==> src/rtl/arb_pkg.sv <==
// Shared types and sizes for the round-robin grant selector.
package arb_pkg;

  localparam int unsigned N_REQ = 4;
  localparam int unsigned IDX_W = 2;

  typedef enum logic {
    ST_IDLE  = 1'b0,
    ST_GRANT = 1'b1
  } st_e;

  // Next requester index after idx, wrapping 3 -> 0.
  function automatic logic [IDX_W-1:0] next_idx(input logic [IDX_W-1:0] idx);
    return idx + IDX_W'(1);
  endfunction

endpackage

==> src/rtl/rr_pick4.sv <==
// Combinational round-robin pick: first set request at or after the pointer.
module rr_pick4
  import arb_pkg::*;
(
  input  logic [N_REQ-1:0] i_req,
  input  logic [IDX_W-1:0] i_ptr,
  output logic [IDX_W-1:0] o_pick_c,
  output logic             o_any_c
);

  // Rotate by ptr then priority-encode; scanning downwards lets the offset closest to ptr win.
  always_comb begin
    logic [IDX_W-1:0] v_idx;
    v_idx    = '0;
    o_pick_c = '0;
    o_any_c  = 1'b0;
    for (int i = int'(N_REQ) - 1; i >= 0; i--) begin
      v_idx = i_ptr + IDX_W'(i);
      if (i_req[v_idx]) begin
        o_pick_c = v_idx;
        o_any_c  = 1'b1;
      end
    end
  end

endmodule

==> src/rtl/rr_grant_sel.sv <==
// Round-robin arbiter over 4 requesters with registered grant index/valid and hold timeout.
module rr_grant_sel
  import arb_pkg::*;
#(
  parameter int unsigned MAX_HOLD = 15,
  parameter int unsigned CNT_W    = 4
)(
  input  logic             i_clk,
  input  logic             i_rst,
  input  logic             i_en,
  input  logic [N_REQ-1:0] i_req,
  input  logic             i_release,
  output logic [IDX_W-1:0] o_gnt_idx,
  output logic             o_gnt_vld,
  output logic             o_timeout
);

  localparam bit               HOLD_EN   = (MAX_HOLD != 0);
  localparam logic [CNT_W-1:0] HOLD_LAST = HOLD_EN ? CNT_W'(MAX_HOLD - 1) : '0;
  localparam logic [CNT_W-1:0] HOLD_SAT  = {CNT_W{1'b1}};

  st_e              r_state,    w_state_nxt;
  logic [IDX_W-1:0] r_ptr,      w_ptr_nxt;
  logic [CNT_W-1:0] r_hold_cnt, w_hold_nxt;
  logic [IDX_W-1:0] r_gnt_idx,  w_gnt_idx_nxt;
  logic             r_gnt_vld,  w_gnt_vld_nxt;
  logic             r_timeout,  w_timeout_nxt;

  logic [IDX_W-1:0] w_pick;
  logic             w_any;
  logic             w_exit_rel;
  logic             w_exit_drop;
  logic             w_exit_to;

  rr_pick4 u_pick (
    .i_req    (i_req),
    .i_ptr    (r_ptr),
    .o_pick_c (w_pick),
    .o_any_c  (w_any)
  );

  // Exit causes while a grant is held.
  assign w_exit_rel  = i_release;
  assign w_exit_drop = !i_req[r_gnt_idx];
  assign w_exit_to   = HOLD_EN && (r_hold_cnt == HOLD_LAST);

  // Next-state and next-output decode; gnt_idx keeps its value whenever no new grant is made.
  always_comb begin
    w_state_nxt   = r_state;
    w_ptr_nxt     = r_ptr;
    w_hold_nxt    = r_hold_cnt;
    w_gnt_idx_nxt = r_gnt_idx;
    w_gnt_vld_nxt = 1'b0;
    w_timeout_nxt = 1'b0;
    unique case (r_state)
      ST_IDLE: begin
        if (i_en && w_any) begin
          w_state_nxt   = ST_GRANT;
          w_gnt_idx_nxt = w_pick;
          w_gnt_vld_nxt = 1'b1;
          w_hold_nxt    = '0;
        end
      end
      ST_GRANT: begin
        if (w_exit_rel || w_exit_drop || w_exit_to) begin
          w_state_nxt   = ST_IDLE;
          w_ptr_nxt     = next_idx(r_gnt_idx);
          w_hold_nxt    = '0;
          w_timeout_nxt = w_exit_to && !w_exit_rel && !w_exit_drop;
        end else begin
          w_gnt_vld_nxt = 1'b1;
          if (r_hold_cnt != HOLD_SAT) begin
            w_hold_nxt = r_hold_cnt + CNT_W'(1);
          end
        end
      end
      default: begin
        w_state_nxt = ST_IDLE;
      end
    endcase
  end

  // State, pointer, hold counter and output registers.
  always_ff @(posedge i_clk or posedge i_rst) begin
    if (i_rst) begin
      r_state    <= ST_IDLE;
      r_ptr      <= '0;
      r_hold_cnt <= '0;
      r_gnt_idx  <= '0;
      r_gnt_vld  <= 1'b0;
      r_timeout  <= 1'b0;
    end else begin
      r_state    <= w_state_nxt;
      r_ptr      <= w_ptr_nxt;
      r_hold_cnt <= w_hold_nxt;
      r_gnt_idx  <= w_gnt_idx_nxt;
      r_gnt_vld  <= w_gnt_vld_nxt;
      r_timeout  <= w_timeout_nxt;
    end
  end

  assign o_gnt_idx = r_gnt_idx;
  assign o_gnt_vld = r_gnt_vld;
  assign o_timeout = r_timeout;

endmodule

==> config.mk <==
export PLATFORM = sky130hd
export DESIGN_NAME = rr_grant_sel
export DESIGN_NICKNAME = d
export VERILOG_FILES = /design/src/rtl/arb_pkg.sv /design/src/rtl/rr_pick4.sv /design/src/rtl/rr_grant_sel.sv
export SDC_FILE = /design/constraint.sdc
export NUM_CORES = 1
export LEC_CHECK = 0
export CAP_MARGIN = 20
export CORE_AREA = 2 2 39 41
export CTS_CLUSTER_SIZE = 24
export DETAILED_ROUTE_END_ITERATION = 8
export DIE_AREA = 0 0 41 43
export HOLD_SLACK_MARGIN = 0.02
export PLACE_DENSITY = 0.71
export SLEW_MARGIN = 20
export SYNTH_ARGS = -nofsm -noshare
export SYNTH_HDL_FRONTEND = slang
export SYNTH_SLANG_ARGS = --single-unit
==> constraint.sdc <==
create_clock -name i_clk -period 3.4 [get_ports i_clk]
set_input_delay 0.68 -clock i_clk [delete_from_list [all_inputs] [get_ports i_clk]]
set_output_delay 0.68 -clock i_clk [all_outputs]
set_load 0.01 [all_outputs]
# Word-level counts from Yosys, hierarchy flattened
# Index checks and enable logic that the tools add are counted.
[op_classes]
add_sub_neg = 5
order_cmp = 5
eq_ne = 4
mux = 27
bitwise_logic = 1
n_reduce_logical = 10
[ops]
columns = ["op", "n"]
rows = [
  ["less-than comparator 2 x 3 -> 1 bit (second input constant)", 5],
  ["two-way mux 1 bit", 13],
  ["two-way mux 4 bit", 3],
  ["binary-select mux 1 bit (select 2 bit)", 5],
  ["two-way mux 2 bit", 4],
  ["one-hot mux 4 bit (2 select lines)", 1],
  ["AND reduction 2 bit", 3],
  ["adder 2 x 1 -> 2 bit (second input constant)", 2],
  ["adder 2 bit (second input constant)", 2],
  ["adder 4 x 1 -> 4 bit (second input constant)", 1],
  ["equality test 4 bit (second input constant)", 1],
  ["!= test 4 bit (second input constant)", 1],
  ["logical AND 1 bit", 3],
  ["!= test 3 x 1 -> 1 bit (second input constant)", 1],
  ["zero test 1 bit", 2],
  ["logical OR 1 bit", 2],
  ["!= test 2 bit (second input constant)", 1],
  ["one-hot mux 1 bit (2 select lines)", 1],
  ["NOT 1 bit", 1],
]
[totals]
register_bits = 10
in_bits = 8
out_inout_bits = 4
elab_cells = 57

# Depth between registers and ports, before layout
# Gate-level depths: netlist of run 1.
[depth]
depth_word = 10
depth_mapped = 6
depth_no_buf = 6

# By module
# From an unflattened synthesis of run 1, not the netlist that was laid out.
[unflattened]
cells_unflattened = 66
hier_area_um2 = 626.9
[modules_own_cells]
columns = ["module", "instances", "cells_per_inst", "area_each_um2", "seq_area_each_um2"]
rows = [
  ["rr_grant_sel", 1, 53, 549.3, 250.2],
  ["rr_pick4", 1, 13, 77.6, 0.0],
]

# Worst setup path before layout of run 1
# OpenSTA, ideal clock, no wires.
[synth_timing]
path_type = "input-to-reg"
startpoint = "in i_req[2]"
endpoint = "reg r_ptr[1]"
setup_ns = 0.128
t_arrival_ns = 1.521
required_ns = 3.272
slack_ns = 1.752
path_stages = 4
n_path_buf = 0
cell_sequence = "mux2i_1 o22ai_1 a21oi_2 mux2_1"
[synth_via]
elab_chain_cells = 6
[synth_rtl]
columns = ["item", "line_no", "source"]
rows = [
  ["start, declared", "rr_grant_sel.sv:11", "input logic [N_REQ-1:0] i_req,"],
  ["binary-select mux 1 bit (select 2 bit)", "rr_grant_sel.sv:44", "assign w_exit_drop = !i_req[r_gnt_idx];"],
  ["two-way mux 1 bit (not written as such)", "rr_grant_sel.sv:44", ""],
  ["zero test 1 bit", "rr_grant_sel.sv:44", ""],
  ["logical OR 1 bit (2 in series)", "rr_grant_sel.sv:65", "if (w_exit_rel || w_exit_drop || w_exit_to) begin"],
  ["AND reduction 2 bit (no line)", "n/a", ""],
  ["end signal, assigned", "rr_grant_sel.sv:94", "r_ptr <= w_ptr_nxt;"],
  ["end, declared", "rr_grant_sel.sv:23", "logic [IDX_W-1:0] r_ptr, w_ptr_nxt;"],
]
# No other way between the ends. The select of a mux whose other input is x is not followed.
# A chain may end at the register's enable or synchronous reset.

# Final worst setup path of run 1
[layout_timing]
startpoint = "in i_req[1]"
endpoint = "reg r_ptr[1]"
# Same word-level chain as after synthesis.

==> flow_summary.toml, run 1 <==
[run_status]
outcome = "complete, no violations"

[sta]
hold_viol = 0
skew_ns = 0.00513
min_period_over_period_pct = 59.2
tightest_slew_ns = 0.478
drv_slew = 0
fin_setup_tns_ns = 0
setup_viol = 0
grt_setup_unrepaired = "false"
fin_crit_ns = 2.01
fmax_mhz = 497
setup_slack_ns = 1.39
slew_headroom_pct = 68.1

[floorplanning]
dieArea_sq_um = 1760
ioPinCount = 12
start_util_pct = 44.7
core_area_sq_um = 1380
fp.dieH_um = 43
row_count = 14
die_w_um = 41

[place]
finalWeightedCongestion = 0.845
dp_hpwl_um = 972
preCtsSetupSlack_ns = 1.12
dpl.cell_count = 93
port_buffers = 11

[yosys]
synthAdderAreaFrac_pct = 4.05
synth_top_cell_by_area = "dfrtp_1"
syn_inst = 66
ys_ff_latch = 10
synth.distinct_cells = 29
syn-num-nets = 76
synth_top_family_by_area = "compound AO/OA/AOI/OAI gates"
yosysWarnings = 0
synth-async-reset-ratio_pct = 100
ys.flop_type = "dfrtp_1"
syn-cell-area_sq_um = 618
synthMuxAreaShare_pct = 9.92
yosysSeqAreaShare_pct = 40.5
synthTopCellsByArea = "dfrtp_1, mux2i_1, inv_1"
synth_edf_count = 0
synth_xor_area_share_pct = 1.42
synth_compound_area_share_pct = 20.4
postSynthAreaPerCell_sq_um = 9.37
yosys.area.top_type_share_pct = 40.5
synthSimpleGateAreaFrac_pct = 19.4

[cts]
cts_root_buf = "clkbuf_4"
cts-hold-fix-buffers = 0
clockBufferDepth = 2
postCtsSetupBuffers = 0
cts_tree = "built"
htree_levels = 1
clock-sinks = 10
numCtsBuffers = 3
worstSkewPairLatency_ns = 0.26
cts.reportedPaths.clkPinSlew_ns = 0.06
ctsResizeCount = 0

[final_layout]
drive_above_1_share_pct = 8.75
layout_commonest_cell = "clkdlybuf4s50_1"
area_growth_pct = 24.7
finalNonFillerCells = 96
nets = 92
final_cell_mix = "clkdlybuf4s50_1, dfrtp_1, inv_1, nand2_1, mux2i_1"
n_antenna_cell = 0

[drt]
drt_iter0_drc = 3
post-route-drc-count = 0
wl_per_cell_um = 12.3
routed_wl_mm = 1.18
firstDrtPassIters = 3
ant_nets = 0
vias = 508
via_per_inst = 5.29

[critical_path]
cp_slowest_stage_delay_ns = 0.49
path_cells = "clkdlybuf4s50_1 > mux2i_1 > o22ai_1 > a21oi_2 > mux2_1"
cp_data_required_time_ns = 3.55
worst-path-buf-inv = 1
cp_max_fo = 6
cp.arrival_ns = 2.16
crit_slowest_cell = "clkdlybuf4s50_1"
endpoint_kind = "flop"
crit_type = "in -> reg"
cp_top_family = "multiplexers"
startpoint_type = "input port"

[power]
power.density_nw_per_um2 = 634
p_leak_nw = 0.346
peakVddDrop_uv = 409

[global_route]
grt_max_degree = 11
grt.total_usage_pct = 17.5
grt.overflow.total = 0
antenna_found_initial = 0
grt_pass1_vias = 472
grt_pass1_wl_mm = 2.08

[hold_path]
hold_class = "reg -> reg"

[run]
max-cap-violations = 0
synth_stat cells (3+ instances only):
cell type / instances
dfrtp_1: 10
inv_1: 7
mux2i_1: 5
nor2_1: 3
nand2_1: 5
o21ai_0: 3
a21oi_1: 4
flip-flops by register name, summed over array words and instances, names as in the netlist:
signal and flops:
o_gnt_vld 1, o_gnt_idx 2, r_hold_cnt 4, r_ptr 2, o_timeout 1
layer usage:
layer,track usage (%),vias to the layer above,wire (um)
met3,9.95,2,70
met1,23.9,225,555
met5,0,-,0
met4,4.00,0,19
met2,23.8,12,533
li1,-,269,-
worst register-to-register path, cell delays in order (launching register included):
cell and delay (ns):
dfrtp_1 0.45, mux2i_1 0.29, o22ai_1 0.17, a21oi_2 0.24, mux2_1 0.34
final timing paths:
kind / from / to / slack [ns] / cells past startpoint
worst min register to register: r_hold_cnt[2] / r_hold_cnt[2] / 0.55 / 1
max in group asynchronous: i_rst / r_ptr[0] / 2.44 / 2
worst max register to register: o_gnt_idx[1] / r_ptr[1] / 1.80 / 4
min in group asynchronous: i_rst / o_timeout / 0.69 / 2
worst min-delay path: r_hold_cnt[2] / r_hold_cnt[2] / 0.55 / 1
worst max-delay path: i_req[1] / r_ptr[1] / 1.39 / 5
per-stage QoR:
step / hold WS [ns] / util [%] / cell area, sq um / power [mW]
finish: 0.548 / 55.7 / 771 / 0.489
global route: 0.583 / 55.7 / 771 / 0.538
CTS: 0.549 / 55.7 / 771 / 0.495
detailed placement: 0.539 / 54.1 / 748 / 0.416
global placement: 0.536 / 54.1 / 748 / 0.414
floorplan: 0.500 / - / 618 / 0.335
kinds of logic after synthesis:
group	Yosys count
xor gates and xnor gates	1
buffers and inverters	7
AOI/OAI and AO/OA	18
and+or+nand+nor	22
DFF	10
adders and majority gates	2
muxes	6
power by group:
| group | internal (mW) | switching (mW) |
|---|---|---|
| clock network | 0.0406 | 0.0359 |
| logic | 0.104 | 0.105 |
| registers | 0.157 | 0.0458 |
| total | 0.302 | 0.187 |
area by class of cell:
| type | count | area, sq um |
|---|---|---|
| tap | 16 | 20.0 |
| clock buffer | 3 | 22.5 |
| sequential | 10 | 250 |
| fill | 127 | 613 |
| multi-input combinational | 49 | 342 |
| timing repair buffer | 11 | 110 |
| inverter | 7 | 26.3 |
No activity file was read; power rests on OpenSTA's default activity.
==> inputs of run 2 (changes only) <==
--- a/config.mk
+++ b/config.mk
@@ -6,12 +6,11 @@
 export NUM_CORES = 1
 export LEC_CHECK = 0
 export CAP_MARGIN = 20
-export CORE_AREA = 2 2 39 41
+export CORE_UTILIZATION = 44
 export CTS_CLUSTER_SIZE = 24
 export DETAILED_ROUTE_END_ITERATION = 8
-export DIE_AREA = 0 0 41 43
 export HOLD_SLACK_MARGIN = 0.02
-export PLACE_DENSITY = 0.71
+export PLACE_DENSITY = 0.7
 export SLEW_MARGIN = 20
 export SYNTH_ARGS = -nofsm -noshare
 export SYNTH_HDL_FRONTEND = slang
==> constraint.sdc (replaced) <==
create_clock -name i_clk -period 1.62 [get_ports i_clk]
set_input_delay 0.324 -clock i_clk [delete_from_list [all_inputs] [get_ports i_clk]]
set_output_delay 0.324 -clock i_clk [all_outputs]
set_load 0.01 [all_outputs]
==> flow_summary.toml, run 2 (synthesis results as in run 1) <==
[power]
switching_power_uw = 428
pwr-share-clk_pct = 19.4
peakVddDrop_uv = 685
power.density_nw_per_um2 = 1370
internal_power_uw = 734
combinationalPowerShare_pct = 44.3
p_leak_nw = 0.398
pwr-share-seq_pct = 36.3
switching_share_pct = 36.8

[critical_path]
cp_top_family = "buffers and inverters"
r2r_start = "o_gnt_idx[1]"
cp_data_required_time_ns = 1.30
critical_path.reg2reg.endpoint = "r_ptr[1]"
crit_slowest_cell = "clkdlybuf4s50_1"
cp_slowest_stage_delay_ns = 0.56
worst-path-buf-inv = 1
rr_worst_depth = 4
startpoint_type = "flop"
endpoint_kind = "primary output"
crit_type = "reg -> out"
cp_max_fo = 5
path_cells = "clkdlybuf4s50_1"
cp.arrival_ns = 1.25
r2r_slack_ns = 0.13

[final_layout]
area_growth_pct = 37.7
layout_commonest_cell = "clkdlybuf4s50_1"
largest_register_ffs = 4
multiInputGateArea_sq_um = 353
n_antenna_cell = 0
regArea_sq_um = 251
final_cell_mix = "clkdlybuf4s50_1, dfrtp_1, inv_1, buf_4, nand2_1"
regMostFlops = "r_hold_cnt"
num-fill-cells = 116
nets = 99
finalNonFillerCells = 103
drive_above_1_share_pct = 20.5

[drt]
wl_met1_um = 709
routed_wl_mm = 1.36
vias = 563
post-route-drc-count = 0
top_layer = "met4"
wl_per_cell_um = 13.2
drt_iter0_drc = 13
wl_met2_um = 597
ant_nets = 0
route.met3.wl_um = 43
via_per_inst = 5.47
firstDrtPassIters = 4

[sta]
grt_setup_unrepaired = "false"
fmax_mhz = 636
drv_slew = 0
min_period_over_period_pct = 97.1
timing.hold.ws_ns = 0.352
tightest_slew_ns = 0.472
hold_viol = 0
skew_ns = 0.00319
fin_crit_ns = 1.57
setup_viol = 0
slew_headroom_pct = 68.5

[global_route]
grt.overflow.total = 0
antenna_found_initial = 0
grt_pass1_vias = 462
grt.total_usage_pct = 20.1
grt_pass1_wl_mm = 2.06
grt_max_degree = 11

[cts]
clock-sinks = 10
htree_levels = 1
postCtsSetupBuffers = 0
cts-hold-fix-buffers = 0
cts_tree = "built"
cts_root_buf = "clkbuf_4"
cts.reportedPaths.clkPinSlew_ns = 0.07
numCtsBuffers = 3
clockBufferDepth = 2
worstSkewPairLatency_ns = 0.26

[floorplanning]
row_count = 13
core_area_sq_um = 1300
dieArea_sq_um = 1560
die_w_um = 39.5
start_util_pct = 47.5
fp.dieH_um = 39.5
ioPinCount = 12

[hold_path]
hold_class = "in -> async"

[place]
dpl.cell_count = 99
port_buffers = 11
finalWeightedCongestion = 0.789
dp_hpwl_mm = 1.04

[run]
max-cap-violations = 0

[run_status]
outcome = "complete, no violations"
## run 2: power groups by stage
stage | Clock [mW] | Sequential (mW) | Combinational [mW]
detailed placement | 0 | 0.421 | 0.505
global placement | 0 | 0.416 | 0.494
global route | 0.246 | 0.432 | 0.563
floorplan | 0 | 0.424 | 0.279
CTS | 0.228 | 0.419 | 0.511
finish | 0.226 | 0.422 | 0.515
## run 2: worst max path at each step
| stage | from | end | slack (ns) | cells past startpoint |
|---|---|---|---|---|
| floorplan | o_gnt_idx[1] | r_ptr[1] | 0.11 | 4 |
| global placement | i_req[0] | r_ptr[1] | -0.19 | 5 |
| detailed placement | i_req[0] | r_hold_cnt[2] | -0.20 | 5 |
| CTS | i_req[0] | r_hold_cnt[2] | 0.06 | 5 |
| global route | i_req[2] | r_hold_cnt[2] | 0.002 | 5 |
| finish | o_gnt_idx[1] | o_gnt_idx[1] | 0.05 | 1 |
## run 2: repair_timing
action	CTS	global route
setup endpoints to repair	1	5
gates cloned	0	0
gates resized for setup	1	3
## run 2: metrics by stage
step                      util, %  TNS (ns)  area [sq um]  power [mW]  worst slack (ns)
after floorplan                 -         0           618       0.703             0.107
after global placement       61.4     -1.28           800       0.910            -0.189
after detailed placement     61.4     -1.51           800       0.926            -0.197
after CTS                    64.3         0           837        1.16            0.0561
after global routing         65.4         0           851        1.24           0.00243
final                        65.4         0           851        1.16            0.0465
## run 2: cell type report
type,count,share of cell area [%]
timing repair buffer,18,19.4
inverter,7,3.09
clock buffer,4,4.26
multi-input combinational,49,41.5
sequential,10,29.6
tap,15,2.21
## run 2: routing by layer
layer / global-route usage, % / up-vias
li1: - / 287
met1: 31.6 / 265
met2: 27.5 / 9
met3: 3.41 / 2
met4: 5.17 / 0
met5: 0 / -
==> inputs of run 3 (changes only) <==
--- a/config.mk
+++ b/config.mk
@@ -11,6 +11,7 @@
 export DETAILED_ROUTE_END_ITERATION = 8
 export HOLD_SLACK_MARGIN = 0.02
 export PLACE_DENSITY = 0.7
+export SKIP_LAST_GASP = 1
 export SLEW_MARGIN = 20
 export SYNTH_ARGS = -nofsm -noshare
 export SYNTH_HDL_FRONTEND = slang
==> flow_summary.toml, run 3 (synthesis results as in run 1) <==
[drt]
drt_iter0_drc = 11
ant_nets = 0
wl_per_cell_um = 13.1
vias = 561
via_per_inst = 5.45
routed_wl_mm = 1.35
firstDrtPassIters = 4
post-route-drc-count = 0

[final_layout]
utilization_pct = 64.8
layout_commonest_cell = "clkdlybuf4s50_1"
finalNonFillerCells = 103
largest_register_ffs = 4
design_area_sq_um = 843
regMostFlops = "r_hold_cnt"
area_growth_pct = 36.4
n_antenna_cell = 0
drive_above_1_share_pct = 19.3
final_cell_mix = "clkdlybuf4s50_1, dfrtp_1, inv_1, buf_4, nand2_1"
nets = 99

[sta]
hold_viol = 0
fin_crit_ns = 1.57
timing.hold.ws_ns = 0.351
grt_setup_unrepaired = "true"
setup_viol = 0
skew_ns = 0.00337
tightest_slew_ns = 0.469
drv_slew = 0
slew_headroom_pct = 68.8
min_period_over_period_pct = 97.2
fmax_mhz = 635

[critical_path]
endpoint_kind = "primary output"
cp_slowest_stage_delay_ns = 0.56
cp.arrival_ns = 1.25
cp_top_family = "buffers and inverters"
worst-path-buf-inv = 1
cp_max_fo = 5
crit_type = "reg -> out"
r2r_start = "o_gnt_idx[1]"
r2r_slack_ns = 0.14
startpoint_type = "flop"
rr_worst_depth = 4
path_cells = "clkdlybuf4s50_1"
crit_slowest_cell = "clkdlybuf4s50_1"
critical_path.reg2reg.endpoint = "r_ptr[1]"
cp_data_required_time_ns = 1.30

[run]
max-cap-violations = 0

[place]
port_buffers = 11
dpl.cell_count = 99
dp_hpwl_mm = 1.04
placed_area_sq_um = 800
finalWeightedCongestion = 0.789

[cts]
clockBufferDepth = 2
numCtsBuffers = 3
cts_tree = "built"
cts_root_buf = "clkbuf_4"
postCtsSetupBuffers = 0
clock-sinks = 10
cts.reportedPaths.clkPinSlew_ns = 0.07
worstSkewPairLatency_ns = 0.26
htree_levels = 1

[floorplanning]
core_area_sq_um = 1300
ioPinCount = 12
die_w_um = 39.5
dieArea_sq_um = 1560
fp.dieH_um = 39.5
row_count = 13
start_util_pct = 47.5

[hold_path]
hold_class = "in -> async"

[global_route]
grt_pass1_vias = 462
grt.total_usage_pct = 20.1
antenna_found_initial = 0
grt_max_degree = 11
grt_pass1_wl_mm = 2.06
grt.overflow.total = 0

[power]
power.density_nw_per_um2 = 1380
p_leak_nw = 0.395
peakVddDrop_uv = 684

[run_status]
outcome = "complete, no violations"
==> run 3: what timing repair did <==
action                     4_1_cts  5_1_grt
setup endpoints to repair        1        5
pin swaps                        0        0
hold buffers                     0        0
resized for setup                1        2
==> run 3: through the flow <==
step	setup TNS [ns]	power, mW	setup slack, ns
finish	0	1.16	0.0450
global route	-0.00112	1.24	-0.00112
global placement	-1.28	0.910	-0.189
detailed placement	-1.51	0.926	-0.197
CTS	0	1.16	0.0561
floorplan	0	0.703	0.107
==> run 3: final cells by class <==
class                           instances  area [sq um]
Clock buffer                            4          36.3
Timing Repair Buffer                   18           165
Tap cell                               15          18.8
Fill cell                             119           458
Multi-Input combinational cell         49           345
Inverter                                7          26.3
Sequential cell                        10           251
==> run 3: report_power, final <==
| group | total, mW | leakage [nW] | internal (mW) | switching [mW] |
|---|---|---|---|---|
| Combinational | 0.512 | 0.246 | 0.267 | 0.246 |
| Sequential | 0.422 | 0.128 | 0.331 | 0.0905 |
| Clock | 0.226 | 0.0210 | 0.136 | 0.0897 |
| Total | 1.16 | 0.395 | 0.734 | 0.426 |
==> run 3: worst max-delay path by stage <==
stage	from	to	slack [ns]	cells past startpoint
6_report	o_gnt_idx[1]	o_gnt_idx[1]	0.05	1
5_1_grt	i_req[1]	r_hold_cnt[1]	-0.001	6
4_1_cts	i_req[0]	r_hold_cnt[2]	0.06	5
3_5_place_dp	i_req[0]	r_hold_cnt[2]	-0.20	5
3_3_place_gp	i_req[0]	r_ptr[1]	-0.19	5
2_1_floorplan	o_gnt_idx[1]	r_ptr[1]	0.11	4
==> run 3: metal layers <==
metal | GRT usage [%] | vias to the layer above | wire (um) | part of all wire [%]
li1 | - | 286 | - | -
met1 | 31.6 | 259 | 706 | 52
met2 | 27.5 | 14 | 587 | 43
met3 | 3.41 | 2 | 53 | 3.9
met4 | 5.17 | 0 | 5 | 0.37
met5 | 0 | - | 0 | 0
